`config.mk`:
```
export PLATFORM = sky130hd
export DESIGN_NAME = iobus_peripheral_hub
export DESIGN_NICKNAME = d
export VERILOG_FILES = /design/src/rtl/iobus_peripheral_hub.sv
export SDC_FILE = /design/constraint.sdc
export NUM_CORES = 1
export LEC_CHECK = 0
export ABC_AREA = 1
export CORE_ASPECT_RATIO = 0.5
export CORE_MARGIN = 1.5
export CORE_UTILIZATION = 53
export DETAILED_ROUTE_END_ITERATION = 6
export PLACE_DENSITY = 0.88
export SYNTH_ARGS = -nofsm -noshare
export SYNTH_HDL_FRONTEND = slang
export SYNTH_SLANG_ARGS = --single-unit
```
`constraint.sdc`:
```
create_clock -name CLK -period 2 [get_ports CLK]
set_input_delay 0.4 -clock CLK [delete_from_list [all_inputs] [get_ports CLK]]
set_output_delay 0.4 -clock CLK [all_outputs]
set_load 0.05 [all_outputs]
```
`src/rtl/iobus_peripheral_hub.sv`:
```
// Memory-mapped IOBUS responder: synchronised switches, LED register and a
// programmable down-counting timer that raises INTR back into the core.
module iobus_peripheral_hub #(
  parameter logic [31:0] BASE_ADDR = 32'h1100_0000,
  parameter int          SW_WIDTH  = 16,
  parameter int          LED_WIDTH = 16,
  parameter int          PRESCALE  = 1
) (
  input  logic                 CLK,
  input  logic                 RESET,
  input  logic [31:0]          IOBUS_ADDR,
  input  logic [31:0]          IOBUS_OUT,
  input  logic                 IOBUS_WR,
  output logic [31:0]          IOBUS_IN,
  input  logic [SW_WIDTH-1:0]  SWITCHES,
  output logic [LED_WIDTH-1:0] LEDS,
  output logic                 INTR
);

  localparam int PS_W = (PRESCALE > 1) ? $clog2(PRESCALE) : 1;
  localparam logic [PS_W-1:0] PS_MAX = PS_W'(PRESCALE - 1);

  localparam logic [2:0] REG_SW     = 3'd0;
  localparam logic [2:0] REG_LED    = 3'd1;
  localparam logic [2:0] REG_CTRL   = 3'd2;
  localparam logic [2:0] REG_LOAD   = 3'd3;
  localparam logic [2:0] REG_COUNT  = 3'd4;
  localparam logic [2:0] REG_STATUS = 3'd5;

  logic [SW_WIDTH-1:0] sw_meta;
  logic [SW_WIDTH-1:0] sw_sync;
  logic                ctrl_en;
  logic                ctrl_reload;
  logic                ctrl_irq_en;
  logic [31:0]         load_reg;
  logic [31:0]         count_reg;
  logic                pend;
  logic [PS_W-1:0]     prescale_cnt;

  logic        hit;
  logic [2:0]  reg_idx;
  logic        wr_led;
  logic        wr_ctrl;
  logic        wr_load;
  logic        wr_status;
  logic        tick;
  logic        expire;
  logic [31:0] rd_data;
  logic        unused_addr_bits;

  assign hit              = (IOBUS_ADDR[31:5] == BASE_ADDR[31:5]);
  assign reg_idx          = IOBUS_ADDR[4:2];
  assign unused_addr_bits = ^IOBUS_ADDR[1:0];

  assign wr_led    = IOBUS_WR && hit && (reg_idx == REG_LED);
  assign wr_ctrl   = IOBUS_WR && hit && (reg_idx == REG_CTRL);
  assign wr_load   = IOBUS_WR && hit && (reg_idx == REG_LOAD);
  assign wr_status = IOBUS_WR && hit && (reg_idx == REG_STATUS);

  assign tick   = ctrl_en && (prescale_cnt == PS_MAX);
  assign expire = tick && (count_reg == 32'd0);

  always_ff @(posedge CLK) begin
    if (RESET) begin
      sw_meta <= '0;
      sw_sync <= '0;
    end else begin
      sw_meta <= SWITCHES;
      sw_sync <= sw_meta;
    end
  end

  always_ff @(posedge CLK) begin
    if (RESET) begin
      LEDS <= '0;
    end else if (wr_led) begin
      LEDS <= IOBUS_OUT[LED_WIDTH-1:0];
    end
  end

  // A LOAD write restarts the prescale period so the first decrement is a full period away
  always_ff @(posedge CLK) begin
    if (RESET) begin
      prescale_cnt <= '0;
    end else if (wr_load) begin
      prescale_cnt <= '0;
    end else if (ctrl_en) begin
      if (prescale_cnt == PS_MAX) begin
        prescale_cnt <= '0;
      end else begin
        prescale_cnt <= prescale_cnt + 1'b1;
      end
    end
  end

  // An explicit CTRL write wins over the one-shot auto-disable on expiry
  always_ff @(posedge CLK) begin
    if (RESET) begin
      ctrl_en     <= 1'b0;
      ctrl_reload <= 1'b0;
      ctrl_irq_en <= 1'b0;
    end else if (wr_ctrl) begin
      ctrl_en     <= IOBUS_OUT[0];
      ctrl_reload <= IOBUS_OUT[1];
      ctrl_irq_en <= IOBUS_OUT[2];
    end else if (expire && !ctrl_reload) begin
      ctrl_en <= 1'b0;
    end
  end

  always_ff @(posedge CLK) begin
    if (RESET) begin
      load_reg <= '0;
    end else if (wr_load) begin
      load_reg <= IOBUS_OUT;
    end
  end

  // LOAD writes override any same-cycle decrement or reload
  always_ff @(posedge CLK) begin
    if (RESET) begin
      count_reg <= '0;
    end else if (wr_load) begin
      count_reg <= IOBUS_OUT;
    end else if (tick) begin
      if (count_reg != 32'd0) begin
        count_reg <= count_reg - 32'd1;
      end else if (ctrl_reload) begin
        count_reg <= load_reg;
      end
    end
  end

  // Expiry beats a same-cycle write-1-to-clear so no interrupt is lost
  always_ff @(posedge CLK) begin
    if (RESET) begin
      pend <= 1'b0;
    end else if (expire) begin
      pend <= 1'b1;
    end else if (wr_status && IOBUS_OUT[0]) begin
      pend <= 1'b0;
    end
  end

  always_ff @(posedge CLK) begin
    if (RESET) begin
      INTR <= 1'b0;
    end else begin
      INTR <= pend && ctrl_irq_en;
    end
  end

  always_comb begin
    rd_data = '0;
    if (hit) begin
      case (reg_idx)
        REG_SW:     rd_data[SW_WIDTH-1:0]  = sw_sync;
        REG_LED:    rd_data[LED_WIDTH-1:0] = LEDS;
        REG_CTRL:   rd_data[2:0]           = {ctrl_irq_en, ctrl_reload, ctrl_en};
        REG_LOAD:   rd_data                = load_reg;
        REG_COUNT:  rd_data                = count_reg;
        REG_STATUS: rd_data[0]             = pend;
        default:    rd_data                = '0;
      endcase
    end
  end

  always_ff @(posedge CLK) begin
    if (RESET) begin
      IOBUS_IN <= '0;
    end else begin
      IOBUS_IN <= rd_data;
    end
  end

endmodule

```
==> results by group, run 1 <==
Timing
  • Hold slack: 0.260 ns
  • Fin Clk Skew: 0.0150 ns
  • Upper clock frequency limit: 508 MHz
  • Period Utilization, post-route: 0.985
  • Slew of the pin with the lowest slew margin: 0.514 ns
  • Endpoints failing setup: 0
  • Final number of max-transition violations: 0
  • Worst-case setup margin in the final layout: 0.0302 ns
  • Slew HR: 0.656
  • Setup repair after global routing missed its margin: yes
  • Final period demand of the worst path: 1.97 ns
  • Hold Violations, Final: 0

Cells and area
  • Summed area of non-filler cells in the final layout: 10100 um2
  • Area growth syn-to-layout: 37.1%
  • N_diodes: 0
  • Share of cells above drive strength 1: 0.121
  • Final layout net count: 1407

Placement
  • Routability cong.: 0.997
  • Worst slack at placement: -0.360 ns
  • Dpl cell area: 9320 um2
  • Placed wire-length estimate: 17400 um
  • Port Buf Inserts: 129

Clocking
  • Clock buffer count from CTS: 17
  • Clk Tree Root Cell: sky130_fd_sc_hd__clkbuf_16
  • Total of hold buffers inserted after clock tree synthesis: 0
  • Clock latency on the worst-skew pair: 0.43 ns
  • Clock tree from TritonCTS: built
  • Maximum clock insertion buffer count: 2
  • Clock Pin Slew Worst Setup and Hold Paths: 0.07 ns
  • Number of clock sinks seen by CTS: 149
  • Depth of the CTS H-tree: 4

Power and ir drop
  • Standby leakage power: 4.59 nW
  • Maximum resistive drop on vdd: 590 uV
  • Total power divided by cell area: 666 nW/um2

Logic synthesis
  • Synthesis warning total: 0
  • Combined area of all synthesized cells: 7330 um2
  • Fraction of synthesis flops using an asynchronous set or reset pin: 0
  • Top flip-flop cell by instance count after synthesis: sky130_fd_sc_hd__dfxtp_1
  • Total of flip-flops plus latches after synthesis: 149
  • Avg Synthesized Cell Area: 6.43 um2
  • EDFF count, synth: 0
  • Unique cell type count in the Yosys netlist: 38
  • Portion of the post-synthesis area used by sequential elements: 0.407
  • Nets in the synthesized netlist: 1225
  • Number of standard cells after synthesis: 1140

Detailed routing
  • Number of optimization iterations in the first detailed-route pass: 5
  • Vias after detailed routing: 8115
  • Remaining routing DRC violations: 0
  • Average routed wire per standard cell: 15.7 um
  • Post-route ant nets: 0
  • Detailed Route Iter0 Violations: 868
  • Final routed wirelength across all metal layers: 23700 um
  • Detail-routed via count per cell: 5.37

Critical path
  • Worst R2R Setup Slack: 0.08 ns
  • Startpoint of the most critical register-to-register path: count_reg[0]
  • Critical path fanouts, max: 24
  • Kind of start point of the critical path: input port
  • Launching element of the worst setup path: IOBUS_ADDR[30]
  • FF-to-FF path depth: 13
  • Data required time of the critical path: 2.29 ns
  • Crit Path Category: input port to flop
  • Worst reg2reg path endpoint: count_reg[4]
  • Critical path capture point type: flop
  • Worst Path Arrival: 2.26 ns

Status
  • Run status: complete, no violations

Min path
  • Class of the tightest hold or removal check: input port to flop
  • Hold-critical path endpoint: sw_meta[2]
  • Hold Crit Depth: 2
  • Hold Crit Start: RESET

Floorplanning
  • Area of the die: 14600 um2
  • Io pins: 132
  • Number of rows created at floorplan: 30
  • Effective utilization at floorplan: 0.543
  • Die W: 169 um
  • Vertical extent of the die: 86.2 um
  • Core box area: 13500 um2

Global routing
  • Number of antenna violations at the first check in global routing: 0
  • Total overflow reported by the global router: 0
  • Via count of the first global-routing pass: 7180
  • Global routing usage summed across all routing layers: 0.323
  • Pin count of the biggest net entering global routing: 50
  • Global-route wire length before repair: 36900 um

Flow run
  • Number of maximum-capacitance violations: 0
synthesized netlist by cell type, types with 2 or more instances:
cell type / n / share of area
sky130_fd_sc_hd__a21oi_1: 78 / 0.053
sky130_fd_sc_hd__a221oi_1: 2 / 0.0024
sky130_fd_sc_hd__a22oi_1: 6 / 0.0061
sky130_fd_sc_hd__a31oi_1: 7 / 0.0060
sky130_fd_sc_hd__buf_1: 4 / 0.0020
sky130_fd_sc_hd__buf_2: 6 / 0.0041
sky130_fd_sc_hd__buf_6: 2 / 0.0031
sky130_fd_sc_hd__clkbuf_1: 40 / 0.020
sky130_fd_sc_hd__dfxtp_1: 149 / 0.41
sky130_fd_sc_hd__ha_1: 2 / 0.0034
sky130_fd_sc_hd__inv_1: 103 / 0.053
sky130_fd_sc_hd__inv_2: 9 / 0.0046
sky130_fd_sc_hd__nand2_1: 289 / 0.15
sky130_fd_sc_hd__nand2_2: 2 / 0.0017
sky130_fd_sc_hd__nand2_4: 3 / 0.0046
sky130_fd_sc_hd__nand3_1: 64 / 0.044
sky130_fd_sc_hd__nand3b_1: 3 / 0.0031
sky130_fd_sc_hd__nand4_1: 27 / 0.023
sky130_fd_sc_hd__nor2_1: 219 / 0.11
sky130_fd_sc_hd__nor2_2: 5 / 0.0043
sky130_fd_sc_hd__nor2_8: 2 / 0.0055
sky130_fd_sc_hd__nor3_1: 19 / 0.013
sky130_fd_sc_hd__nor3b_1: 2 / 0.0020
sky130_fd_sc_hd__o211ai_1: 2 / 0.0020
sky130_fd_sc_hd__o21ai_0: 52 / 0.035
sky130_fd_sc_hd__o21ai_1: 26 / 0.018
sky130_fd_sc_hd__xnor2_1: 2 / 0.0024
sky130_fd_sc_hd__xor2_1: 5 / 0.0060
power breakdown:
part	internal [mW]	total [mW]	switching, mW	leakage [nW]
logic	0.201	0.385	0.184	3.08
clock network	1.72	3.31	1.59	0.300
registers	2.99	3.00	0.00726	1.21
total	4.92	6.70	1.78	4.59
cell usage in the layout, fill, tap and decap left out, types with 5 or more instances in the layout:
master | netlist | layout
sky130_fd_sc_hd__dfxtp_1 | 149 | 149
sky130_fd_sc_hd__o21ai_1 | 26 | 26
sky130_fd_sc_hd__o21ai_0 | 52 | 52
sky130_fd_sc_hd__a21oi_1 | 78 | 78
sky130_fd_sc_hd__a31oi_1 | 7 | 7
sky130_fd_sc_hd__nand2_1 | 289 | 287
sky130_fd_sc_hd__dlygate4sd2_1 | 0 | 14
sky130_fd_sc_hd__clkdlybuf4s50_1 | 0 | 110
sky130_fd_sc_hd__xor2_1 | 5 | 5
sky130_fd_sc_hd__nand3_1 | 64 | 63
sky130_fd_sc_hd__inv_2 | 9 | 10
sky130_fd_sc_hd__buf_4 | 1 | 78
sky130_fd_sc_hd__nor2_4 | 1 | 5
sky130_fd_sc_hd__inv_1 | 103 | 101
sky130_fd_sc_hd__nor2_1 | 219 | 209
sky130_fd_sc_hd__nor2_2 | 5 | 11
sky130_fd_sc_hd__clkbuf_16 | 0 | 18
sky130_fd_sc_hd__nand4_1 | 27 | 27
sky130_fd_sc_hd__a22oi_1 | 6 | 6
sky130_fd_sc_hd__nor3_1 | 19 | 19
sky130_fd_sc_hd__buf_12 | 0 | 5
worst max path at each step:
stage / endpoint / slack [ns] / cells past startpoint
2_1_floorplan: count_reg[14] / 0.18 / 13
3_3_place_gp: count_reg[11] / -0.26 / 13
3_5_place_dp: count_reg[7] / -0.36 / 12
4_1_cts: LEDS[8] / 0.009 / 1
5_1_grt: count_reg[8] / -0.03 / 11
6_report: count_reg[2] / 0.03 / 10
cell type report:
type                       count  area (um2)
multi-input combinational    826        3790
fill                        1109        3460
sequential                   149        2980
tap                          176         220
inverter                     112         423
timing repair buffer         216        2020
clock inverter                15         194
clock buffer                  17         425
worst max-delay path, stage by stage:
cell	delay [ns]
sky130_fd_sc_hd__clkdlybuf4s50_1	0.45
sky130_fd_sc_hd__nor3_1	0.28
sky130_fd_sc_hd__nand3_1	0.17
sky130_fd_sc_hd__nor2_2	0.23
sky130_fd_sc_hd__nand3_1	0.19
sky130_fd_sc_hd__buf_4	0.28
sky130_fd_sc_hd__nand2_1	0.10
sky130_fd_sc_hd__nand2_1	0.05
sky130_fd_sc_hd__nand2_1	0.05
sky130_fd_sc_hd__a21oi_1	0.06
layer usage:
metal / part of all wire / GRT usage
met1: 0.44 / 0.452
met2: 0.44 / 0.518
met3: 0.099 / 0.0603
met4: 0.015 / 0.0869
met5: 0 / 0
through the flow:
stage / util / std cells / TNS, ns / power, mW
floorplan: - / 1140 / 0 / 3.19
global placement: 0.690 / 1478 / -16.14 / 3.43
detailed placement: 0.690 / 1478 / -24.25 / 3.45
CTS: 0.735 / 1510 / 0 / 6.69
global route: 0.744 / 1511 / -0.132 / 6.87
finish: 0.744 / 1511 / 0 / 6.70
repair_timing:
| item | CTS | global route |
|---|---|---|
| gates resized for setup | 15 | 30 |
| gates cloned | 0 | 1 |
| buffers inserted | 0 | 0 |
| pin swaps | 0 | 9 |
| endpoints found under the setup margin | 16 | 40 |
logic make-up after synthesis:
| kind of cell | after synthesis | synth area share |
|---|---|---|
| DFF | 149 | 0.407 |
| AOI/OAI and AO/OA | 177 | 0.127 |
| xor gates and xnor gates | 7 | 0.00836 |
| buffers and inverters | 165 | 0.0880 |
| and+or+nand+nor | 640 | 0.366 |
| adders and majority gates | 2 | 0.00341 |
Power figures use the tool's default switching activity.
==> inputs of run 2 (changes only) <==
--- a/config.mk
+++ b/config.mk
@@ -11,6 +11,7 @@
 export CORE_UTILIZATION = 53
 export DETAILED_ROUTE_END_ITERATION = 6
 export PLACE_DENSITY = 0.88
+export SKIP_CTS_REPAIR_TIMING = 1
 export SYNTH_ARGS = -nofsm -noshare
 export SYNTH_HDL_FRONTEND = slang
 export SYNTH_SLANG_ARGS = --single-unit
==> run 2 against run 1 <==
Effect of this change: critical path depth down 9; die area unchanged; register-to-register slack worse by 0.02 ns; clock skew down 0.00077 ns; worst hold slack worse by 0.0037 ns; largest cell class unchanged.
==> results by group, run 2 (synthesis results as in run 1) <==
Global routing
  • Via count of the first global-routing pass: 7180
  • Total overflow reported by the global router: 0
  • Pin count of the biggest net entering global routing: 50
  • Global-route wire length before repair: 36900 um
  • Number of antenna violations at the first check in global routing: 0
  • Global routing usage summed across all routing layers: 0.323

Cells and area
  • Commonest non-fill, non-tap cell in the layout: sky130_fd_sc_hd__nand2_1
  • Area growth syn-to-layout: 38.4%
  • Final layout net count: 1408
  • Fill cell instance count of the final layout: 1084
  • Share of cells above drive strength 1: 0.125
  • N_diodes: 0
  • Final core utilization: 0.751
  • Cell Count, Final, Fillers Out: 1512
  • Commonest cells after routing, fill and taps aside: sky130_fd_sc_hd__nand2_1, sky130_fd_sc_hd__nor2_1, sky130_fd_sc_hd__dfxtp_1

Detailed routing
  • Final routed wirelength across all metal layers: 24000 um
  • Detailed Route Iter0 Violations: 889
  • Post-route ant nets: 0
  • Average routed wire per standard cell: 15.8 um
  • Detail-routed via count per cell: 5.41
  • Remaining routing DRC violations: 0
  • Vias after detailed routing: 8179
  • Number of optimization iterations in the first detailed-route pass: 5

Clocking
  • Clock latency on the worst-skew pair: 0.43 ns
  • Maximum clock insertion buffer count: 2
  • Number of clock sinks seen by CTS: 149
  • Clock tree from TritonCTS: built
  • Clock buffer count from CTS: 17
  • Clock Pin Slew Worst Setup and Hold Paths: 0.08 ns
  • Depth of the CTS H-tree: 4
  • Clk Tree Root Cell: sky130_fd_sc_hd__clkbuf_16

Status
  • Run status: complete, no violations

Placement
  • Port Buf Inserts: 129
  • Worst slack at placement: -0.360 ns
  • Routability cong.: 0.997
  • Instance count after placement with tap cells included: 1478
  • Placed wire-length estimate: 17400 um

Critical path
  • Data required time of the critical path: 1.60 ns
  • Kind of start point of the critical path: flop
  • Largest incremental delay on the critical path: 0.80 ns
  • Slowest stage cell, crit path: sky130_fd_sc_hd__clkdlybuf4s50_1
  • Cell type group with the largest total delay on the critical path: buffers and inverters
  • Cells traversed along the worst timing path: clkdlybuf4s50_1
  • Critical path fanouts, max: 1
  • Worst Path Arrival: 1.57 ns
  • Bufs and invs on worst path: 1
  • Crit Path Category: flop to output port
  • Critical path capture point type: output port

Floorplanning
  • Io pins: 132
  • Area of the die: 14600 um2
  • Vertical extent of the die: 86.2 um
  • Die W: 169 um
  • Core box area: 13500 um2
  • Number of rows created at floorplan: 30
  • Effective utilization at floorplan: 0.543

Power and ir drop
  • Power, Total: 6.71 mW
  • Maximum resistive drop on vdd: 593 uV
  • Total power divided by cell area: 661 nW/um2
  • Standby leakage power: 4.79 nW

Timing
  • Endpoints failing setup: 0
  • Slew HR: 0.638
  • Hold Violations, Final: 0
  • Upper clock frequency limit: 507 MHz
  • Hold slack: 0.257 ns
  • Final number of max-transition violations: 0
  • Final period demand of the worst path: 1.97 ns
  • Period Utilization, post-route: 0.987
  • Worst-case setup margin in the final layout: 0.0267 ns
  • Setup repair after global routing missed its margin: yes
  • Slew of the pin with the lowest slew margin: 0.543 ns
  • Fin Clk Skew: 0.0143 ns

Min path
  • Class of the tightest hold or removal check: input port to flop

Flow run
  • Number of maximum-capacitance violations: 0
[run 2: cell types whose count changed in the layout (fill, tap and decap cells not counted), sizes merged]
cell	change
clkdlybuf4s50	+1
dlymetal6s2s	+13
clkbuf	+1
dlygate4sd2	-14
[run 2: path summary, 6_finish.rpt]
path | startpoint | endpoint | slack [ns] | cells past startpoint
setup / recovery | IOBUS_IN[2] | IOBUS_IN[2] | 0.03 | 1
hold reg to reg | sw_meta[13] | sw_sync[13] | 0.40 | 2
hold / removal | RESET | sw_meta[2] | 0.26 | 2
setup reg to reg | count_reg[2] | count_reg[4] | 0.06 | 12
[run 2: metal layers]
| layer | vias to the layer above | wire length (um) | global-route usage |
|---|---|---|---|
| met2 | 410 | 10600 | 0.517 |
| met1 | 3703 | 10900 | 0.452 |
| met3 | 47 | 2120 | 0.0603 |
| met4 | 0 | 419 | 0.0869 |
| met5 | - | 0 | 0 |
| li1 | 4019 | - | - |
[run 2: metrics by stage]
step	TNS (ns)	instance area, um2
detailed placement	-24.25	9320
global route	-0.119	10200
global placement	-16.14	9320
finish	0	10200
floorplan	0	7330
CTS	-0.311	9940
[run 2: cell type report]
| cell class | instances | area, um2 | share of cell area |
|---|---|---|---|
| clock inverter | 15 | 194 | 0.0191 |
| timing repair buffer | 217 | 2100 | 0.207 |
| tap | 176 | 220 | 0.0217 |
| inverter | 112 | 423 | 0.0417 |
| sequential | 149 | 2980 | 0.294 |
| multi-input combinational | 826 | 3810 | 0.375 |
| clock buffer | 17 | 425 | 0.0419 |
[run 2: power breakdown]
part	leakage, nW	switching (mW)	internal [mW]
sequential	1.21	0.00735	2.99
clock	0.300	1.60	1.72
combinational	3.28	0.185	0.201
total	4.79	1.79	4.92
